## config.mk

```make
export PLATFORM = sky130hd
export DESIGN_NAME = sub_serial_n
export DESIGN_NICKNAME = d
export VERILOG_FILES = /design/src/rtl/sub_serial_n_pkg.sv /design/src/rtl/sub_serial_n_full_sub.sv /design/src/rtl/sub_serial_n.sv
export SDC_FILE = /design/constraint.sdc
export NUM_CORES = 1
export LEC_CHECK = 0
export CAP_MARGIN = 10
export CELL_PAD_IN_SITES_DETAIL_PLACEMENT = 1
export CELL_PAD_IN_SITES_GLOBAL_PLACEMENT = 1
export CORE_UTILIZATION = 30
export DETAILED_ROUTE_END_ITERATION = 7
export PLACE_DENSITY = 0.71
export SETUP_SLACK_MARGIN = 0.1
export SLEW_MARGIN = 25
export SYNTH_ARGS = -nofsm -noshare
export SYNTH_HDL_FRONTEND = slang
export SYNTH_SLANG_ARGS = --single-unit
```

## constraint.sdc

```tcl
create_clock -name clk -period 2.1 [get_ports clk]
set_input_delay 0.42 -clock clk [delete_from_list [all_inputs] [get_ports clk]]
set_output_delay 0.42 -clock clk [all_outputs]
set_load 0.01 [all_outputs]
```

## src/rtl/sub_serial_n_pkg.sv

```systemverilog
// Shared types and bit-level helper for the bit-serial subtractor.
// Optional signed overflow flag is enabled by SUB_SIGNED_OVF_EN.
package sub_pkg;

  typedef enum logic [1:0] {
    IDLE,
    SHIFT,
    DONE
  } state_t;

  function automatic logic [1:0] full_sub(
    input logic a,
    input logic b,
    input logic br
  );
    return {(~a & b) | (~(a ^ b) & br), a ^ b ^ br};
  endfunction

endpackage

```

## src/rtl/sub_serial_n_full_sub.sv

```systemverilog
// Combinational 1-bit full subtractor: {bo,d} = a - b - br.
module full_sub_1
  import sub_pkg::*;
(
  input  logic a,
  input  logic b,
  input  logic br,
  output logic d,
  output logic bo
);

  assign {bo, d} = full_sub(a, b, br);

endmodule

```

## src/rtl/sub_serial_n.sv

```systemverilog
// Bit-serial N-bit subtractor, LSB first, start/done handshake.
// Define SUB_SIGNED_OVF_EN to build the signed overflow flag.
module sub_serial_n
  import sub_pkg::*;
#(
  parameter int N = 8
) (
  input  logic         clk,
  input  logic         reset,
  input  logic         start,
  input  logic [N-1:0] P,
  input  logic [N-1:0] Q,
  input  logic         Bin,
  output logic         busy,
  output logic         done,
  output logic [N-1:0] DIFF,
  output logic         Bout,
  output logic         OVF
);

  localparam int CW = $clog2(N);
  localparam logic [CW-1:0] LAST = CW'(N - 1);

  state_t         state_q, state_d;
  logic [N-1:0]   p_sr_q, p_sr_d;
  logic [N-1:0]   q_sr_q, q_sr_d;
  logic [N-1:0]   res_q, res_d;
  logic [N-1:0]   diff_q, diff_d;
  logic [CW-1:0]  cnt_q, cnt_d;
  logic           br_q, br_d;
  logic           bout_q, bout_d;
  logic           bit_d, bit_bo;
  logic [N-1:0]   res_shift;
  logic           enter_done;

  full_sub_1 u_fs (
    .a  (p_sr_q[0]),
    .b  (q_sr_q[0]),
    .br (br_q),
    .d  (bit_d),
    .bo (bit_bo)
  );

  assign res_shift  = {bit_d, res_q[N-1:1]};
  assign enter_done = (state_q == SHIFT) && (cnt_q == LAST);

  always_comb begin
    state_d = state_q;
    p_sr_d  = p_sr_q;
    q_sr_d  = q_sr_q;
    res_d   = res_q;
    diff_d  = diff_q;
    cnt_d   = cnt_q;
    br_d    = br_q;
    bout_d  = bout_q;
    unique case (state_q)
      IDLE: begin
        if (start) begin
          p_sr_d  = P;
          q_sr_d  = Q;
          br_d    = Bin;
          cnt_d   = '0;
          state_d = SHIFT;
        end
      end
      SHIFT: begin
        p_sr_d = p_sr_q >> 1;
        q_sr_d = q_sr_q >> 1;
        res_d  = res_shift;
        br_d   = bit_bo;
        if (cnt_q == LAST) begin
          diff_d  = res_shift;
          bout_d  = bit_bo;
          state_d = DONE;
        end else begin
          cnt_d = cnt_q + 1'b1;
        end
      end
      DONE: state_d = IDLE;
      default: state_d = IDLE;
    endcase
  end

  always_ff @(posedge clk or posedge reset) begin
    if (reset) begin
      state_q <= IDLE;
      p_sr_q  <= '0;
      q_sr_q  <= '0;
      res_q   <= '0;
      diff_q  <= '0;
      cnt_q   <= '0;
      br_q    <= 1'b0;
      bout_q  <= 1'b0;
    end else begin
      state_q <= state_d;
      p_sr_q  <= p_sr_d;
      q_sr_q  <= q_sr_d;
      res_q   <= res_d;
      diff_q  <= diff_d;
      cnt_q   <= cnt_d;
      br_q    <= br_d;
      bout_q  <= bout_d;
    end
  end

`ifdef SUB_SIGNED_OVF_EN
  logic pm_q, qm_q, ovf_q;

  // Overflow uses operand MSBs frozen at start, not the live inputs.
  always_ff @(posedge clk or posedge reset) begin
    if (reset) begin
      pm_q  <= 1'b0;
      qm_q  <= 1'b0;
      ovf_q <= 1'b0;
    end else begin
      if (state_q == IDLE && start) begin
        pm_q <= P[N-1];
        qm_q <= Q[N-1];
      end
      if (enter_done)
        ovf_q <= (pm_q != qm_q) && (bit_d != pm_q);
    end
  end

  assign OVF = ovf_q;
`else
  assign OVF = 1'b0;
`endif

  assign busy = (state_q != IDLE);
  assign done = (state_q == DONE);
  assign DIFF = diff_q;
  assign Bout = bout_q;

endmodule

```

Word-level counts from Yosys, hierarchy flattened
Index checks and enable logic that the tools add are counted.
- output and inout bits: 12
- logic and storage cells: 41
- bits in read-only memories: 0
- register bits after elaboration: 39
- latch bits: 0
- bits of input ports: 20
- bits in writable memories: 0
- memories: 0
- magnitude comparators: 0
- bitwise logic cells: 7
- $add $sub $neg: 1
- shift operators: 0
- div/mod/pow operators: 0
- multipliers: 0
- reduce and logical (&&, ||, !) cells: 7
- equality and inequality tests: 6
- multiplexer cells: 12
- operator list (operator ; number):
    case mux 8 bit (2 select lines) ; 2
    2-to-1 mux 8 bit ; 2
    2-to-1 mux 3 bit ; 2
    case mux 3 bit (2 select lines) ; 1
    AND reduction 2 bit ; 3
    2-to-1 mux 2 bit ; 2
    != test 2 bit (second input constant) ; 2
    case mux 2 bit (2 select lines) ; 1
    nonzero test 2 bit ; 2
    adder 3 x 1 -> 3 bit (second input constant) ; 1
    == test 3 bit (second input constant) ; 1
    AND reduction 3 bit ; 1
    AND 1 bit ; 2
    == test 2 x 1 -> 1 bit (second input constant) ; 1
    == test 2 bit (second input constant) ; 1
    zero test 2 bit ; 1
    != test 2 x 1 -> 1 bit (second input constant) ; 1
    NOT 1 bit ; 2
    case mux 1 bit (2 select lines) ; 1
    XOR 1 bit ; 2
    2-to-1 mux 1 bit ; 1
    OR 1 bit ; 1

Longest topological paths before layout
- word-level depth: 5
- mapped depth: 6
- gate-level depth less buffers: 5

Hierarchy
From an unflattened synthesis, not the netlist that was laid out.
- cells, all modules: 161
- area total of the unflattened synthesis: 1880.6 um2
- by module, submodules not included (module ; area an instance (um2) ; sequential area each (um2) ; cells each ; times used):
    sub_serial_n ; 1849.3 ; 950.9 ; 157 ; 1
    full_sub_1 ; 31.3 ; 0.0 ; 4 ; 1

Least setup slack after synthesis
OpenSTA, ideal clock, no wires.
- path type: reg2reg
- from: register cnt_q[0]
- to: register diff_q[0] (netlist: DIFF[0])
- cell stages (with the launch flop): 6
- data required time: 1.975 ns
- setup slack: 0.579 ns
- data arrival time: 1.396 ns
- buffers on the path: 1
- path through: dfrtp_1 ha_1 ha_1 nand3b_1 buf_6 mux2_4
- word-level cells in the longest chain between the ends: 2
- ends and longest elaborated chain (what ; line ; text):
    start: declaration ; sub_serial_n.sv:29 ; logic [CW-1:0] cnt_q, cnt_d;
    start signal: assignment ; sub_serial_n.sv:100 ; cnt_q <= cnt_d;
    == test 3 bit ; sub_serial_n.sv:71 ; if (cnt_q == LAST) begin
    AND reduction 2 bit (no line) ; n/a ;
    end signal: assignment ; sub_serial_n.sv:99 ; diff_q <= diff_d;
    end: declaration ; sub_serial_n.sv:28 ; logic [N-1:0] diff_q, diff_d;
Every way passes these cells.
A chain may end at the register's enable or synchronous reset.

Final worst setup path
- from: register state_q[0]
- to: output port busy
- word-level cells in the longest chain between the ends: 1
- ends and longest elaborated chain (what ; line ; text):
    start: declaration ; sub_serial_n.sv:24 ; state_t state_q, state_d;
    start signal: assignment ; sub_serial_n.sv:95 ; state_q <= state_d;
    nonzero test 2 bit ; sub_serial_n.sv:130 ; assign busy = (state_q != IDLE);
    end: declaration ; sub_serial_n.sv:14 ; output logic busy,
Every way passes these cells.

==> results.txt <==
# Post-CTS Setup Buffers - 0
max frequency - 518.9 MHz
Core Area - 5507 um2
worst r2r dst - DIFF[1]
die height - 77.37 um
Avg Cell Area, Syn - 11.44 um2
unrepaired setup endpoints after global routing - false
Min Hold Slack - 495.7 ps
VDD IR max - 0.0004641 V
Register-to-Register Path Depth - 5
Num CTS Buffers - 5
via/cell ratio - 5.055
hold path startpoint - Bout
final setup violation count - 0
post-layout minimum cycle time - 1927 ps
fillers - 616
io pins - 32
CTS tree - done
Die X-Extent - 77.37 um
total wire length - 3.837 mm
Residual DRC - 0
hold-fix buffers at CTS - 0
GRT Resource Usage Total - 0.1420
CP Launch Type - register
synth warn - 0
global-route wire length before repair - 6.610 mm
worst-path maximum fanout - 8
worst min path class - register to register
Sink Count - 38
status - finished clean
Worst Setup End Kind - output pin
worst path cell trace - inv_1 -> nand2_1 -> clkdlybuf4s50_1
Inst Count DP - 246
critical path arrival - 1510 ps
cts repair resizes - 0
CTS H-Tree Depth - 2
vias - 1279
setup TNS - 0 ps
Crit path required time - 1680 ps
Final Max Slew Viols - 0
largest net degree at the start of global routing - 39
Area contributors post-synth - dfrtp_1 (56%), o22ai_1 (11%), mux2_4 (6.2%), mux2_2 (5.3%), a21oi_1 (5.0%)
Non-Filler Instances - 253
synthesized area - 1704 um2
drt first-iter violations - 93
Pre-antenna DRT Iters - 4
post-synth cell types - 23
Seq cells post-synth - 38
# diodes - 0
P_leak - 0.9310 nW
Layout area overhead - 28.19%
Tcrit/Tclk final - 0.9177
max cap viols - 0
Initial Utilization - 0.3095
skew final - 5.849 ps
IO buf count - 30
Largest stage delay, worst path - 530 ps
post-synth net total - 172
GRT Residual Overflow - 0
hpwl dp - 2.549 mm
vias in the first global route - 1344
Worst-Skew Late Latency - 290 ps
GPL Wtd Cong - 0.7146
Worst Setup Path Type - register to output pin
Yosys top cell area share - 0.5580
Slowest cell on crit path - dfrtp_1
fin nets - 204
fraction of layout cells with a size suffix above 1 - 0.1713
clock slew at reported path FFs - 70 ps
Worst R2R Start - cnt_q[0]
drt wl/cell - 15.17 um
cells after synthesis - 149
final hold violations - 0
Seq/Total Area, Yosys - 0.5580
R2R setup slack - 380 ps
Clock Tree Root - clkbuf_8
cell taking the most area after synthesis - dfrtp_1
Die ar. - 5986 um2
row cnt - 27
clock buffer depth - 2
number of antenna violations at the first check in global routing - 0
final core occ - 0.3967
post-route ant nets - 0
hold-critical path endpoint - Bout
Cells on Worst Hold Path - 2
PD cells - 1461 nW/um2
[registers in the layout, indices dropped and copies added, names as in the netlist]
register,flops
res_q,7
Bout,1
state_q,2
cnt_q,3
q_sr_q,8
br_q,1
p_sr_q,8
DIFF,8
[worst max-delay path, delay by kind of cell (launching register included)]
kind / cells / cell delay [ps]
and+or+nand+nor: 1 / 70
DFF: 1 / 530
buffers and inverters: 2 / 620
[worst max path at each step]
stage,endpoint,depth (start not counted),startpoint,slack (ps)
2_1_floorplan,DIFF[0],5,cnt_q[0],580
3_3_place_gp,p_sr_q[1],4,start,360
3_5_place_dp,p_sr_q[3],4,start,310
4_1_cts,busy,3,state_q[0],180
5_1_grt,busy,3,state_q[0],110
6_report,busy,3,state_q[0],170
[cells by family after synthesis]
kind of cell,Yosys count,synth area share
buffers and inverters,18,0.05507
multiplexers,15,0.1145
flip-flops,38,0.5580
other,1,0.002201
AND/OR/NAND/NOR,14,0.04259
adder cells (fa/ha/maj),3,0.02643
AO/OA/AOI/OAI,60,0.2012
[routing by layer]
metal  vias to the layer above  part of all wire  track usage
li1                        612                 -            -
met1                       636              0.49       0.1970
met2                        24              0.45       0.2062
met3                         7             0.034      0.04000
met4                         0             0.023      0.06038
met5                         -                 0            0
[cell type report]
class / instances / area [um2] / share of cell area
inverter: 7 / 26.28 / 0.01203
sequential: 38 / 950.9 / 0.4353
timing repair buffer: 36 / 345.3 / 0.1581
tap: 72 / 90.09 / 0.04124
clock buffer: 6 / 82.58 / 0.03780
multi-input combinational: 93 / 659.4 / 0.3018
clock inverter: 1 / 30.03 / 0.01375
[layout by cell type, fill, tap and decap left out]
cell type / instances
clkbuf_8: 6
nand3b_1: 1
nand2b_1: 1
o22ai_1: 30
dfrtp_1: 38
ha_1: 2
mux2_4: 7
buf_4: 6
nand2b_2: 2
fa_1: 1
nor3_1: 1
a21oi_1: 17
nor2_1: 3
inv_1: 6
nor2b_1: 1
o21ai_0: 11
conb_1: 1
mux2_2: 8
nand2_1: 5
bufinv_16: 1
clkdlybuf4s50_1: 30
inv_2: 1
a22oi_1: 2
[Yosys cell counts (all sizes together)]
| master | count |
|---|---|
| a21oi | 17 |
| a22oi | 2 |
| buf | 9 |
| clkbuf | 2 |
| conb | 1 |
| dfrtp | 38 |
| fa | 1 |
| ha | 2 |
| inv | 7 |
| mux2 | 15 |
| nand2 | 5 |
| nand2b | 3 |
| nand3b | 1 |
| nor2 | 3 |
| nor2b | 1 |
| nor3 | 1 |
| o21ai | 11 |
| o22ai | 30 |
[where the power goes]
group	internal [mW]	switching (mW)	total [mW]
Combinational	0.669	0.538	1.21
Clock	0.380	0.252	0.632
Sequential	1.08	0.271	1.35
Total	2.13	1.06	3.19
[stage by stage]
stage | power [mW] | setup WS, ps | cell area [um2]
finish | 3.191 | 172.9 | 2185
floorplan | 2.138 | 578.7 | 1704
global placement | 2.522 | 361.3 | 2072
CTS | 3.218 | 177.6 | 2185
global route | 3.443 | 112.0 | 2185
detailed placement | 2.578 | 308.8 | 2072
Power figures use the tool's default switching activity.
